[config.mk]
export PLATFORM = sky130hd
export DESIGN_NAME = ifetch_unit_flat
export DESIGN_NICKNAME = d
export VERILOG_FILES = /design/src/rtl/rv_fetch_pkg.sv /design/src/rtl/ifetch_unit_if.sv /design/src/rtl/fetch_queue.sv /design/src/rtl/ifetch_unit.sv /design/src/flat_wrapper.sv
export SDC_FILE = /design/constraint.sdc
export NUM_CORES = 1
export LEC_CHECK = 0
export CAP_MARGIN = 0
export CELL_PAD_IN_SITES_DETAIL_PLACEMENT = 0
export CELL_PAD_IN_SITES_GLOBAL_PLACEMENT = 1
export CORE_MARGIN = 3
export CORE_UTILIZATION = 40
export CTS_CLUSTER_DIAMETER = 100
export CTS_CLUSTER_SIZE = 28
export DETAILED_ROUTE_END_ITERATION = 6
export PLACE_DENSITY = 0.9
export SYNTH_ARGS = -nofsm -noshare
export SYNTH_HDL_FRONTEND = slang
export SYNTH_HIERARCHICAL = 1
export SYNTH_SLANG_ARGS = --single-unit
[constraint.sdc]
create_clock -name clk_i -period 3.3 [get_ports clk_i]
set_clock_uncertainty 0.15 [all_clocks]
set_input_delay 0.33 -clock clk_i [delete_from_list [all_inputs] [get_ports clk_i]]
set_output_delay 0.33 -clock clk_i [all_outputs]
set_load 0.03 [all_outputs]
[src/rtl/rv_fetch_pkg.sv]
// Shared types for the instruction fetch path: word width and the fetch queue entry.
package rv_fetch_pkg;

  localparam int unsigned XLEN = 32;
  localparam logic [XLEN-1:0] NOP_INSTR = 32'h0000_0013;

  typedef struct packed {
    logic [XLEN-1:0] pc;
    logic [XLEN-1:0] data;
    logic            filled;
  } fetch_entry_t;

endpackage

[src/rtl/ifetch_unit_if.sv]
// Instruction-memory request/response and decode-side handshake bundle for ifetch_unit.
interface ifetch_unit_if;
  import rv_fetch_pkg::*;

  logic            imem_req_valid_o;
  logic [XLEN-1:0] imem_req_addr_o;
  logic            imem_req_ready_i;
  logic            imem_rsp_valid_i;
  logic [XLEN-1:0] imem_rsp_data_i;
  logic            instr_valid_o;
  logic [XLEN-1:0] instr_o;
  logic [XLEN-1:0] instr_pc_o;
  logic            instr_ready_i;

  modport master (
    output imem_req_valid_o, imem_req_addr_o, instr_valid_o, instr_o, instr_pc_o,
    input  imem_req_ready_i, imem_rsp_valid_i, imem_rsp_data_i, instr_ready_i
  );

  modport slave (
    input  imem_req_valid_o, imem_req_addr_o, instr_valid_o, instr_o, instr_pc_o,
    output imem_req_ready_i, imem_rsp_valid_i, imem_rsp_data_i, instr_ready_i
  );
endinterface

[src/rtl/fetch_queue.sv]
// In-order circular buffer of fetch entries: allocated at request, filled at response, popped by decode.
// Flush clears every entry and pointer; the caller guarantees alloc only when not full.
module fetch_queue
  import rv_fetch_pkg::*;
#(
  parameter int unsigned DEPTH = 2,
  localparam int unsigned PW = $clog2(DEPTH),
  localparam int unsigned CW = PW + 1
) (
  input  logic            clk_i,
  input  logic            rst_i,
  input  logic            flush_i,
  input  logic            alloc_i,
  input  logic [XLEN-1:0] alloc_pc_i,
  input  logic            fill_i,
  input  logic [XLEN-1:0] fill_data_i,
  input  logic            pop_i,
  output fetch_entry_t    head_o,
  output logic [CW-1:0]   count_o,
  output logic [CW-1:0]   unfilled_o
);
  fetch_entry_t  ent_q [DEPTH];
  logic [PW-1:0] alloc_q, fill_q, head_q;
  logic [CW-1:0] count_q, count_d, nfill_q, nfill_d;

  assign count_d = count_q + CW'(alloc_i) - CW'(pop_i);
  assign nfill_d = nfill_q + CW'(fill_i) - CW'(pop_i);

  always_ff @(posedge clk_i) begin
    if (rst_i || flush_i) begin
      for (int i = 0; i < DEPTH; i++) ent_q[i] <= '0;
      alloc_q <= '0;
      fill_q  <= '0;
      head_q  <= '0;
      count_q <= '0;
      nfill_q <= '0;
    end else begin
      // alloc, fill and pop always touch distinct entries, so all three may land together
      if (alloc_i) begin
        ent_q[alloc_q] <= '{pc: alloc_pc_i, data: '0, filled: 1'b0};
        alloc_q        <= alloc_q + 1'b1;
      end
      if (fill_i) begin
        ent_q[fill_q].data   <= fill_data_i;
        ent_q[fill_q].filled <= 1'b1;
        fill_q               <= fill_q + 1'b1;
      end
      if (pop_i) begin
        ent_q[head_q].filled <= 1'b0;
        head_q               <= head_q + 1'b1;
      end
      count_q <= count_d;
      nfill_q <= nfill_d;
    end
  end

  assign head_o     = ent_q[head_q];
  assign count_o    = count_q;
  assign unfilled_o = count_q - nfill_q;
endmodule

[src/rtl/ifetch_unit.sv]
// Fetch front end: gates memory requests on queue space, advances the PC per accepted request,
// and discards responses belonging to fetches flushed by a redirect.
module ifetch_unit
  import rv_fetch_pkg::*;
#(
  parameter int unsigned DEPTH = 2
) (
  input  logic            clk_i,
  input  logic            rst_i,
  input  logic [XLEN-1:0] pc_i,
  output logic            pc_en_o,
  input  logic            redirect_i,
  ifetch_unit_if.master   bus
);
  localparam int unsigned CW = $clog2(DEPTH) + 1;
  localparam int unsigned DW = CW + 3;

  fetch_entry_t  head;
  logic [CW-1:0] count, unfilled;
  logic          req_hs, fill, pop, rsp_live;
  logic [DW-1:0] drop_q, drop_d;

  assign bus.imem_req_valid_o = !redirect_i && !rst_i && (count < CW'(DEPTH));
  assign bus.imem_req_addr_o  = {pc_i[XLEN-1:2], 2'b00};
  assign req_hs               = bus.imem_req_valid_o && bus.imem_req_ready_i;
  assign pc_en_o              = req_hs;

  assign rsp_live = bus.imem_rsp_valid_i && ((drop_q != '0) || (unfilled != '0));
  assign fill     = bus.imem_rsp_valid_i && (drop_q == '0) && (unfilled != '0) && !redirect_i;
  assign pop      = head.filled && bus.instr_ready_i;

  assign bus.instr_valid_o = head.filled;
  assign bus.instr_o       = head.data;
  assign bus.instr_pc_o    = head.pc;

  // A redirect while still draining an earlier flush keeps those pending drops too;
  // a response in the redirect cycle itself is counted against the new total.
  always_comb begin
    drop_d = drop_q;
    if (redirect_i) begin
      drop_d = drop_q + DW'(unfilled) - DW'(rsp_live);
    end else if (bus.imem_rsp_valid_i && (drop_q != '0)) begin
      drop_d = drop_q - DW'(1);
    end
  end

  always_ff @(posedge clk_i) begin
    if (rst_i) drop_q <= '0;
    else       drop_q <= drop_d;
  end

  fetch_queue #(.DEPTH(DEPTH)) u_queue (
    .clk_i       (clk_i),
    .rst_i       (rst_i),
    .flush_i     (redirect_i),
    .alloc_i     (req_hs),
    .alloc_pc_i  (pc_i),
    .fill_i      (fill),
    .fill_data_i (bus.imem_rsp_data_i),
    .pop_i       (pop),
    .head_o      (head),
    .count_o     (count),
    .unfilled_o  (unfilled)
  );
endmodule
[src/flat_wrapper.sv]
// flat-port wrapper written by rule: the top's interface ports become plain ports
module ifetch_unit_flat import rv_fetch_pkg::*;
#(
  parameter int unsigned DEPTH = 2
)
  (clk_i, rst_i, pc_i, pc_en_o, redirect_i, bus_imem_req_valid_o, bus_imem_req_addr_o, bus_instr_valid_o, bus_instr_o, bus_instr_pc_o, bus_imem_req_ready_i, bus_imem_rsp_valid_i, bus_imem_rsp_data_i, bus_instr_ready_i);
  ifetch_unit_if bus_i ();
  input  logic clk_i;
  input  logic rst_i;
  input  logic [XLEN-1:0] pc_i;
  output logic pc_en_o;
  input  logic redirect_i;
  output wire logic [$bits(bus_i.imem_req_valid_o)-1:0] bus_imem_req_valid_o;
  output wire logic [$bits(bus_i.imem_req_addr_o)-1:0] bus_imem_req_addr_o;
  output wire logic [$bits(bus_i.instr_valid_o)-1:0] bus_instr_valid_o;
  output wire logic [$bits(bus_i.instr_o)-1:0] bus_instr_o;
  output wire logic [$bits(bus_i.instr_pc_o)-1:0] bus_instr_pc_o;
  input wire logic [$bits(bus_i.imem_req_ready_i)-1:0] bus_imem_req_ready_i;
  input wire logic [$bits(bus_i.imem_rsp_valid_i)-1:0] bus_imem_rsp_valid_i;
  input wire logic [$bits(bus_i.imem_rsp_data_i)-1:0] bus_imem_rsp_data_i;
  input wire logic [$bits(bus_i.instr_ready_i)-1:0] bus_instr_ready_i;
  assign bus_imem_req_valid_o = bus_i.imem_req_valid_o;
  assign bus_imem_req_addr_o = bus_i.imem_req_addr_o;
  assign bus_instr_valid_o = bus_i.instr_valid_o;
  assign bus_instr_o = bus_i.instr_o;
  assign bus_instr_pc_o = bus_i.instr_pc_o;
  assign bus_i.imem_req_ready_i = bus_imem_req_ready_i;
  assign bus_i.imem_rsp_valid_i = bus_imem_rsp_valid_i;
  assign bus_i.imem_rsp_data_i = bus_imem_rsp_data_i;
  assign bus_i.instr_ready_i = bus_instr_ready_i;
  ifetch_unit #(.DEPTH(DEPTH)) u_core (.clk_i(clk_i), .rst_i(rst_i), .pc_i(pc_i), .pc_en_o(pc_en_o), .redirect_i(redirect_i), .bus(bus_i));
endmodule
==> run metrics <==
first-pass GRT wire length between 20000 and 25000 um; clock slew at reported path FFs 60 ps; Pins Over Slew Limit 0; top post-synthesis cells by area edfxtp_1 56%, and2_1 12%, mux2_2 11%; Tmin final about 3000 ps; min-delay src u_core/u_queue/ent_q[1][0]; multi-input logic area 2290 um^2; Initial Utilization roughly two fifths; pin count of the biggest net entering global routing 33; Final setup viols 0; Die H ~140 um; reg2reg start u_core/u_queue/count_o[0]; routed len/inst 16.1 um; die area 18800 um^2; Yosys cell types 39; post-CTS setup buffer count 0; cell row count 47; Via Count 4171; chip width 137 um; Mapped Cells 502; Register Area 4150 um^2; Yosys top cell by area edfxtp_1; Post-DP HPWL 9710 um; WS Path Type flop to output port; final hold slack about 340 ps; share of layout cells above drive strength 1 17.1%; CTS tree done; ys async rst share 0%; fmax between 300 and 400 MHz; status finished, final reports clean; Clock H-tree levels 4; sequential fraction of the synthesis area 60.3%; Remaining DRCs 0; Tot Pwr about 4.6 mW; Post-CTS Hold Fix Bufs 0; PostCTS Resize Cnt 0; Final Hold Vio Count 0; clk_lat worst skew 410 ps; number of enable flip-flop cells after synthesis about 130; crit path capture type output port; CTS Buf Count 17; static leakage between 3 and 4 nW; DRT Wirelength 14100 um; CP max FO 20; PwrDens around 510 nW/um^2; Syn-to-layout area delta 32.1%; Max Cap Viol 0; vias per cell 4.76; Yosys reg bits 143; total grt overflow 0; Final TNS setup 0 ps; Inserted Diodes 0; Nets 729; Least-Margin Pin Slew just over 600 ps; Placer Congestion 0.804; fillers 1392; # clock sinks about 140; RSZ-0062 raised after global routing false; Critical Path Source Type flop; Max clock buf depth 2; Max transition margin 58.9%; HP Class flop to flop; initial DRC count 150; Mapped Area between 6000 and 7000 um^2; vias in the first global route 4450; fraction of the cycle the final worst path needs between 80% and 90%; Synth Area per Inst 13.7 um^2; clock root buffer clkbuf_16; Post-DRT Antenna Nets 0; Overall Global Routing Usage between 10% and 20%; initial antenna violation count 0; WP data arrival approximately 2400 ps; buffers added on ports approximately 170; Worst VDD drop 379 uV; IO Count 169; most frequent cell after synthesis and2_1; Synth top area share a little under three fifths; Core Region 16700 um^2; Required @ worst endpoint between 2000 and 3000 ps; DRT Pass-1 Iters 4; Post-synth top flop edfxtp_1; Synth warnings 6; Post-synth top cells 132 x and2_1, 128 x edfxtp_1, 65 x mux2_2, 32 x buf_4, 17 x inv_1
-- stage by stage --
stage / setup WS, ps / std cells / cell area (um^2) / util [%]
2_1_floorplan: 6.82 / 503 / 6880 / -
6_report: 383 / 876 / 9080 / 54.4
3_5_place_dp: 453 / 844 / 8560 / 51.2
4_1_cts: 323 / 876 / 9080 / 54.4
3_3_place_gp: 521 / 844 / 8560 / 51.2
5_1_grt: 162 / 876 / 9080 / 54.4
-- layer usage --
layer / GRT usage (%) / share of wire (%) / vias to the layer above
li1: - / - / 1993
met1: 17.1 / 39 / 2044
met2: 27.5 / 54 / 114
met3: 3.71 / 4.9 / 20
met4: 6.37 / 2.0 / 0
met5: 0 / 0 / -
-- area by class of cell --
type                    instances  area share [%]
well taps                     220            3.03
inverters                      17           0.702
repair buffers                175            19.6
flip-flops and latches        143            45.6
multi-input cells             289            25.2
clock inverters                14            1.10
clock buffers                  18            4.72
-- flip-flops by register name (all words and copies together), names as in the netlist, named ones only --
register,cells
u_core/drop_q,5
u_core/u_queue/alloc_q,1
u_core/u_queue/count_o,2
u_core/u_queue/ent_q,130
u_core/u_queue/fill_q,1
u_core/u_queue/head_q,1
u_core/u_queue/nfill_q,2
-- critical path, stage by stage (launching register included) --
cell             delay [ps]
dfxtp_2                 650
buf_4                   370
mux2_2                  380
clkdlybuf4s50_1         620
-- cells in the final DEF (no fill, tap or decap), types with 2 or more instances in the layout --
| cell type | count |
|---|---|
| clkdlybuf4s50_1 | 166 |
| and2_1 | 132 |
| edfxtp_1 | 128 |
| mux2_2 | 65 |
| clkbuf_16 | 17 |
| inv_1 | 17 |
| ha_1 | 15 |
| dfxtp_1 | 14 |
| nand2_1 | 9 |
| xnor2_1 | 9 |
| nor2_1 | 7 |
| nand2b_1 | 7 |
| a21oi_1 | 7 |
| clkinv_1 | 5 |
| buf_4 | 5 |
| clkinv_2 | 4 |
| nor3_1 | 4 |
| buf_12 | 4 |
| clkinvlp_4 | 3 |
| xor2_1 | 3 |
| nor2_4 | 3 |
| o21ai_0 | 2 |
| a211oi_1 | 2 |
| nor2b_1 | 2 |
| a211o_1 | 2 |
| conb_1 | 2 |
| nand3_2 | 2 |
| a221oi_1 | 2 |
-- power by group --
part	leakage [nW]	switching, mW	internal, mW	total [mW]
sequential	1.56	0.0377	2.06	2.10
combinational	1.77	0.433	0.384	0.817
clock	0.253	0.694	1.02	1.71
total	3.58	1.16	3.46	4.63
-- kinds of logic after synthesis --
kind of cell / Yosys count / synth area share, %
simple gates: 174 / 15.9
mux: 65 / 10.6
buf+inv: 71 / 6.59
fa+ha+maj: 16 / 3.02
xor+xnor: 12 / 1.53
other cells: 1 / 0.0545
flops: 143 / 60.3
compound gates: 20 / 2.02
-- worst paths after layout --
path	endpoint	slack [ps]	cells after the start
max reg2reg	u_core/drop_q[4]	480	15
min	u_core/u_queue/ent_q[1][0]	340	2
min reg2reg	u_core/u_queue/ent_q[1][0]	340	2
max	bus_instr_pc_o[0]	380	3
Power figures use the tool's default switching activity.
